$ cat config.mk
export PLATFORM = sky130hd
export DESIGN_NAME = layer_output_serializer
export DESIGN_NICKNAME = d
export VERILOG_FILES = /design/src/rtl/cnn_pkg.sv /design/src/rtl/layer_output_serializer.sv
export SDC_FILE = /design/constraint.sdc
export NUM_CORES = 1
export LEC_CHECK = 0
export BUFFER_PORTS_ARGS = -buffer_cell sky130_fd_sc_hd__buf_4
export CAP_MARGIN = 10
export CORE_ASPECT_RATIO = 0.7
export CORE_MARGIN = 2
export CORE_UTILIZATION = 35
export CTS_BUF_LIST = sky130_fd_sc_hd__clkbuf_2
export CTS_CLUSTER_DIAMETER = 60
export DETAILED_ROUTE_END_ITERATION = 10
export GPL_TIMING_DRIVEN = 0
export PLACE_DENSITY = 0.65
export SLEW_MARGIN = 20
export SYNTH_ARGS = -nofsm -noshare
export SYNTH_HDL_FRONTEND = slang
export SYNTH_SLANG_ARGS = --single-unit
$ cat constraint.sdc
create_clock -name clk_i -period 3.6 [get_ports clk_i]
set_input_delay 0.72 -clock clk_i [delete_from_list [all_inputs] [get_ports clk_i]]
set_output_delay 0.72 -clock clk_i [all_outputs]
set_load 0.1 [all_outputs]
$ cat src/rtl/cnn_pkg.sv
// Shared constants and types for the CNN accelerator datapath blocks.
package cnn_pkg;

  localparam int unsigned CNN_WORD_SIZE = 16;

  typedef enum logic {
    IDLE = 1'b0,
    SEND = 1'b1
  } ser_state_e;

endpackage

$ cat src/rtl/layer_output_serializer.sv
// Captures one parallel layer output vector and streams it out word by word,
// highest index first, flagging the final word with last_o.
module layer_output_serializer
  import cnn_pkg::*;
#(
  parameter int unsigned WORD_SIZE = CNN_WORD_SIZE,
  parameter int unsigned NUM_WORDS = 4
) (
  input  logic                                clk_i,
  input  logic                                reset_i,
  input  logic                                valid_i,
  output logic                                ready_o,
  input  logic [NUM_WORDS-1:0][WORD_SIZE-1:0] data_i,
  output logic                                valid_o,
  input  logic                                ready_i,
  output logic [WORD_SIZE-1:0]                data_o,
  output logic                                last_o
);

  localparam int unsigned CNT_W = (NUM_WORDS > 1) ? $clog2(NUM_WORDS) : 1;
  localparam logic [CNT_W-1:0] CNT_MAX = CNT_W'(NUM_WORDS - 1);

  ser_state_e                          r_state;
  logic [NUM_WORDS-1:0][WORD_SIZE-1:0] r_buf;
  logic [CNT_W-1:0]                    r_count;

  logic                 w_send;
  logic                 w_final;
  logic [WORD_SIZE-1:0] w_word;

  assign w_send  = (r_state == SEND);
  assign w_final = w_send && (r_count == '0) && ready_i;

  // The final beat frees the buffer, so a waiting vector can load in the same cycle.
  always_ff @(posedge clk_i or posedge reset_i) begin
    if (reset_i) begin
      r_state <= IDLE;
      r_buf   <= '0;
      r_count <= CNT_MAX;
    end else begin
      case (r_state)
        IDLE: begin
          if (valid_i) begin
            r_buf   <= data_i;
            r_count <= CNT_MAX;
            r_state <= SEND;
          end
        end
        SEND: begin
          if (ready_i) begin
            if (r_count == '0) begin
              if (valid_i) begin
                r_buf   <= data_i;
                r_count <= CNT_MAX;
              end else begin
                r_state <= IDLE;
              end
            end else begin
              r_count <= r_count - CNT_W'(1);
            end
          end
        end
      endcase
    end
  end

  // Word select written as a compare mux so any NUM_WORDS, including 1, indexes cleanly.
  always_comb begin
    w_word = '0;
    for (int unsigned i = 0; i < NUM_WORDS; i++) begin
      if (r_count == CNT_W'(i)) begin
        w_word = r_buf[i];
      end
    end
  end

  always_comb begin
    ready_o = !w_send || w_final;
    valid_o = w_send;
    last_o  = w_send && (r_count == '0);
    data_o  = w_send ? w_word : '0;
  end

endmodule

==> results of run 1 <==
## metal layers
layer | part of all wire, % | vias up | track usage, % | wire, µm
met3 | 6.7 | 5 | 6.45 | 501
met5 | 0 | - | 0 | 0
met4 | 0.59 | 0 | 3.21 | 44
li1 | - | 887 | - | -
met1 | 49 | 956 | 21.7 | 3620
met2 | 44 | 63 | 23.3 | 3270
## layout by cell type (no fill, tap or decap), drive strengths merged
cell type,netlist,final
nor3,1,1
bufinv,0,1
o22a,1,1
nor2,1,1
mux4,16,16
clkinv,0,3
dfstp,2,2
nand2b,3,3
buf,10,97
nand2,1,1
nor3b,1,1
and2,16,16
clkinvlp,0,1
a32oi,1,1
a21boi,1,1
dfrtp,65,65
mux2,64,64
o21ai,2,2
inv,2,4
clkbuf,2,11
## worst register-to-register path, cell delays in order (launching register included)
cell and delay (ps):
sky130_fd_sc_hd__dfstp_2 620, sky130_fd_sc_hd__nor3b_2 60, sky130_fd_sc_hd__o21ai_4 370, sky130_fd_sc_hd__buf_6 270
sky130_fd_sc_hd__mux2_4 320
## registers in the layout (all words and copies together) (netlist names)
| name | flops |
|---|---|
| r_count | 2 |
| r_buf | 64 |
| valid_o | 1 |
## final timing paths
check                      slack (ps)              startpoint                    end  cells after the start
setup reg to reg                 1850  r_count[1]$_DFFE_PP1N_  r_buf[35]$_DFFE_PP0P_                      4
min in group clk_i                410              data_i[52]  r_buf[52]$_DFFE_PP0P_                      2
max in group asynchronous        2860                 reset_i  r_buf[46]$_DFFE_PP0P_                      3
setup / recovery                  520  r_count[0]$_DFFE_PP1N_             data_o[13]                      4
hold / removal                    160                 reset_i   r_buf[5]$_DFFE_PP0P_                      2
hold reg to reg                   530   r_buf[63]$_DFFE_PP0P_  r_buf[63]$_DFFE_PP0P_                      1
## kinds of logic after synthesis
family,synth area share [%]
AOI/OAI and AO/OA,1.41
and+or+nand+nor,4.38
DFF,51.1
muxes,39.8
buffers and inverters,3.35
## synth_stat cells
cell and instances:
sky130_fd_sc_hd__a21boi_0 1, sky130_fd_sc_hd__a32oi_1 1, sky130_fd_sc_hd__and2_1 16, sky130_fd_sc_hd__buf_2 1
sky130_fd_sc_hd__buf_4 3, sky130_fd_sc_hd__buf_6 6, sky130_fd_sc_hd__clkbuf_1 2, sky130_fd_sc_hd__dfrtp_1 65
sky130_fd_sc_hd__dfstp_2 2, sky130_fd_sc_hd__inv_1 2, sky130_fd_sc_hd__mux2_2 4, sky130_fd_sc_hd__mux2_4 60
sky130_fd_sc_hd__mux4_2 16, sky130_fd_sc_hd__nand2_1 1, sky130_fd_sc_hd__nand2b_1 3, sky130_fd_sc_hd__nor2_1 1
sky130_fd_sc_hd__nor3_1 1, sky130_fd_sc_hd__nor3b_2 1, sky130_fd_sc_hd__o21ai_0 1, sky130_fd_sc_hd__o21ai_4 1
sky130_fd_sc_hd__o22a_1 1
## metrics by stage
stage	hold WS [ps]	utilization, %	worst slack (ps)	area (µm²)
after floorplan	475	-	512	3290
after global placement	486	44.9	299	4090
after detailed placement	491	45.2	1060	4110
after global routing	110	46.5	271	4240
after CTS	122	46.5	430	4240
final	163	46.5	521	4240
## layout make-up
| class | instances | area [µm²] | area share [%] |
|---|---|---|---|
| Clock buffer | 9 | 45.0 | 1.06 |
| Clock inverter | 7 | 76.3 | 1.80 |
| Multi-Input combinational cell | 108 | 1500 | 35.5 |
| Inverter | 2 | 10.0 | 0.236 |
| Tap cell | 124 | 155 | 3.66 |
| Buffer | 12 | 103 | 2.42 |
| Sequential cell | 67 | 1680 | 39.6 |
| Timing Repair Buffer | 87 | 666 | 15.7 |
==> results.sh, run 1 <==
export IMPL_synth_yosys_seq_area_share_pct=51.1
export IMPL_antenna_found_initial=0
export IMPL_synth_area_leaders="sky130_fd_sc_hd__dfrtp_1 (50%), sky130_fd_sc_hd__mux2_4 (27%), sky130_fd_sc_hd__mux4_2 (11%), sky130_fd_sc_hd__and2_1 (3.0%), sky130_fd_sc_hd__buf_6 (2.1%)"
export IMPL_critical_path_slowest_cell="sky130_fd_sc_hd__dfstp_2"
export IMPL_worst_setup_path_end_kind="output port"
export IMPL_worst_path_cell_trace="buf_2 -> mux4_2 -> and2_1 -> buf_4"
export IMPL_detailroute_via_count=1911
export IMPL_violation_count_after_the_first_detailed_routing_iteration=52
export IMPL_post_synth_cell_area_avg_um2=17.4
export IMPL_area_delta_synth_final_pct=28.9
export IMPL_fin_nets=355
export IMPL_setup_violations=0
export IMPL_worstPathBufferInverterCount=2
export IMPL_drt_pre_antenna_iters=4
export IMPL_die_area_um2=10200
export IMPL_report_final_slew_viol_count=0
export IMPL_critical_path_top_delay_family="flip-flops"
export IMPL_wl_final_um=7440
export IMPL_worst_setup_path_start_kind="register"
export IMPL_core_area_um2=9110
export IMPL_fill_cells=842
export IMPL_cp_arrival_ps=2360
export IMPL_io_pin_count=87
export IMPL_post_synthesis_cell_count=189
export IMPL_floorplan_rows=29
export IMPL_numCtsBuffers=9
export IMPL_period_needed_ps=3080
export IMPL_synth_nets=257
export IMPL_max_cap_violations=0
export IMPL_detail_route_vias_per_cell=4.59
export IMPL_clock_sink_count=67
export IMPL_remaining_drc_errors=0
export IMPL_gp_congestion=0.707
export IMPL_layoutNonFillerInstCount=416
export IMPL_rsz_0062_raised_after_global_routing="false"
export IMPL_insertion_delay_ps=510
export IMPL_synthDominantCellAreaShare_pct=49.5
export IMPL_grt_ovfl_total=0
export IMPL_run_status="finished, final reports clean"
export IMPL_tightest_slew_ps=506
export IMPL_chipWidth_um=120
export IMPL_worst_ep_required_time_ps=2880
export IMPL_quantity_of_gates_resized_following_cts=0
export IMPL_cts_root_to_sink_buffers=2
export IMPL_h_tree_depth_reported_by_cts=3
export IMPL_ctsHoldBuffers=0
export IMPL_synth_largest_area_cell="sky130_fd_sc_hd__dfrtp_1"
export IMPL_hold_violations=0
export IMPL_routedWlPerCell_um=17.9
export IMPL_via_count_of_the_first_global_routing_pass=2113
export IMPL_total_standard_cell_area_after_synthesis_um2=3290
export IMPL_antenna_violating_nets_post_route=0
export IMPL_place_hpwl_um=5260
export IMPL_grt_pass1_wl_um=11700
export IMPL_combined_global_route_utilization_of_all_metal_layers_pct=15.7
export IMPL_initial_core_utilization_pct=36.1
export IMPL_clk_pin_slew_ps=230
export IMPL_cp_slowest_stage_delay_ps=590
export IMPL_grt_start_max_net_pins=38
export IMPL_die_height_um=85.1
export IMPL_synth_warnings=0
export IMPL_tritoncts="built"
export IMPL_port_buffers=86
export IMPL_synth_cell_type_count=21
export IMPL_worstPathMaxFanout=10
export IMPL_fmax_mhz=325
export IMPL_postCtsSetupBuffers=0
export IMPL_setup_tns_ps=0
export IMPL_path_class_of_the_lowest_slack_min_delay_path="in -> async"
export IMPL_clk_root_buffer_cell="sky130_fd_sc_hd__clkbuf_2"
export IMPL_worst_clock_skew_ps=29.7
export IMPL_insertedDiodeCount=0
export IMPL_postSynthRegisterBits=67
export IMPL_criticalPathCategory="reg -> out"
export IMPL_drive_above_1_share_pct=67.8
export IMPL_placed_cells=400
export IMPL_max_slew_margin_rel_pct=66.3
export IMPL_final_cycle_share_pct=85.5
Power of run 1 is left out: the tool's default activity adds up to more than one toggle a clock period on the data nets, which glitch-free logic cannot reach.
==> run 2, diff against run 1 <==
- clock period: 3.6 -> 3.9 ns (I/O delays scaled with it)
==> run 2 against run 1 <==
  * Via count decreased by 0.78%
  * Hold slack gained 39 ps
  * Non-clock buffer count unchanged
  * Sequential cell count unchanged
  * Clock skew shrank 7.9 ps
  * Die area did not move
  * Critical endpoint unchanged
  * Critical path depth did not move
  * Sequential share of layout area is 0.15 points higher
  * Routed wire length is 0.20% lower
==> results.sh, run 2 (synthesis results as in run 1) <==
export IMPL_report_final_slew_viol_count=0
export IMPL_final_util_pct=46.3
export IMPL_fmax_mhz=327
export IMPL_path_class_of_the_lowest_slack_min_delay_path="in -> async"
export IMPL_combined_global_route_utilization_of_all_metal_layers_pct=15.9
export IMPL_core_area_um2=9110
export IMPL_floorplan_rows=29
export IMPL_final_cycle_share_pct=78.5
export IMPL_clock_sink_count=67
export IMPL_worst_ep_required_time_ps=3120
export IMPL_mostFrequentLayoutCell="sky130_fd_sc_hd__buf_4"
export IMPL_leading_cell_types_in_the_layout_fill_and_taps_excluded="sky130_fd_sc_hd__buf_4 (89), sky130_fd_sc_hd__dfrtp_1 (65), sky130_fd_sc_hd__mux2_4 (60)"
export IMPL_grt_pass1_wl_um=11900
export IMPL_quantity_of_gates_resized_following_cts=0
export IMPL_via_count_of_the_first_global_routing_pass=2108
export IMPL_worst_setup_path_end_kind="output port"
export IMPL_drt_pre_antenna_iters=4
export IMPL_grt_ovfl_total=0
export IMPL_insertion_delay_ps=480
export IMPL_worst_setup_path_start_kind="register"
export IMPL_port_buffers=86
export IMPL_fin_nets=355
export IMPL_initial_core_utilization_pct=36.1
export IMPL_insertedDiodeCount=0
export IMPL_detailroute_via_count=1896
export IMPL_post_place_ws_ps=1310
export IMPL_area_sequential_um2=1680
export IMPL_worst_r2r_startpoint="r_count[1]$_DFFE_PP1N_"
export IMPL_h_tree_depth_reported_by_cts=3
export IMPL_worst_clock_skew_ps=21.8
export IMPL_criticalPathCategory="reg -> out"
export IMPL_cts_root_to_sink_buffers=2
export IMPL_gp_congestion=0.685
export IMPL_routedWlPerCell_um=17.9
export IMPL_reg2reg_slack_ps=2190
export IMPL_postLayoutSetupSlackWorst_ps=837
export IMPL_io_pin_count=87
export IMPL_largest_register_ffs=64
export IMPL_antenna_violating_nets_post_route=0
export IMPL_run_status="finished, final reports clean"
export IMPL_max_slew_margin_rel_pct=67.0
export IMPL_worstPathMaxFanout=10
export IMPL_antenna_found_initial=0
export IMPL_setup_tns_ps=0
export IMPL_postCtsSetupBuffers=0
export IMPL_violation_count_after_the_first_detailed_routing_iteration=36
export IMPL_placed_cells=400
export IMPL_setup_violations=0
export IMPL_clk_root_buffer_cell="sky130_fd_sc_hd__clkbuf_2"
export IMPL_grt_start_max_net_pins=52
export IMPL_fill_cells=834
export IMPL_area_delta_synth_final_pct=28.4
export IMPL_multi_input_comb_area_um2=1500
export IMPL_place_hpwl_um=5280
export IMPL_tightest_slew_ps=495
export IMPL_wl_final_um=7430
export IMPL_clk_pin_slew_ps=180
export IMPL_regMostFlops="r_buf"
export IMPL_chipWidth_um=120
export IMPL_period_needed_ps=3060
export IMPL_detail_route_vias_per_cell=4.57
export IMPL_ctsHoldBuffers=0
export IMPL_hold_violations=0
export IMPL_cp_arrival_ps=2280
export IMPL_die_area_um2=10200
export IMPL_drive_above_1_share_pct=67.4
export IMPL_ff2ff_path_depth=4
export IMPL_numCtsBuffers=9
export IMPL_layoutNonFillerInstCount=415
export IMPL_tritoncts="built"
export IMPL_die_height_um=85.1
export IMPL_critical_path_reg2reg_endpoint="r_buf[33]$_DFFE_PP0P_"
export IMPL_max_cap_violations=0
export IMPL_rsz_0062_raised_after_global_routing="false"
export IMPL_remaining_drc_errors=0
run 2: cell types whose count changed in the layout (fill, tap and decap cells not counted), sizes merged:
cell,before,now
clkinvlp,1,0
clkbuf,11,13
inv,4,2
run 2: metal layers:
layer	global-route usage (%)	wire, µm	share of wire (%)
met1	23.0	3630	49
met3	6.52	507	6.8
met5	0	0	0
met2	23.1	3250	44
met4	2.57	33	0.44
run 2: worst max path at each step:
stage,slack (ps),to,cells past startpoint,start
global route,590,data_o[7],4,valid_o$_DFF_PP0_
floorplan,90,ready_o,2,ready_i
detailed placement,1310,data_o[13],4,valid_o$_DFF_PP0_
CTS,710,data_o[13],4,valid_o$_DFF_PP0_
global placement,590,r_buf[10]$_DFFE_PP0P_,2,reset_i
finish,840,data_o[13],4,r_count[0]$_DFFE_PP1N_
run 2: critical path: stages (launching register included):
cell and delay, ps:
sky130_fd_sc_hd__dfstp_2 580, sky130_fd_sc_hd__buf_2 300, sky130_fd_sc_hd__mux4_2 530, sky130_fd_sc_hd__and2_1 180, sky130_fd_sc_hd__buf_4 230
run 2: layout make-up:
| class | count | share of cell area [%] |
|---|---|---|
| flip-flops and latches | 67 | 39.8 |
| multi-input cells | 108 | 35.6 |
| repair buffers | 87 | 16.0 |
| well taps | 124 | 3.68 |
| plain buffers | 12 | 2.43 |
| clock buffers | 11 | 1.30 |
| clock inverters | 4 | 1.01 |
| inverters | 2 | 0.237 |
run 2: metrics by stage:
stage / instance area (µm²) / hold WS (ps)
3_3_place_gp: 4090 / 486
6_report: 4220 / 202
2_1_floorplan: 3290 / 475
4_1_cts: 4220 / 142
3_5_place_dp: 4120 / 488
5_1_grt: 4220 / 140
Power of run 2 is left out for the same reason.
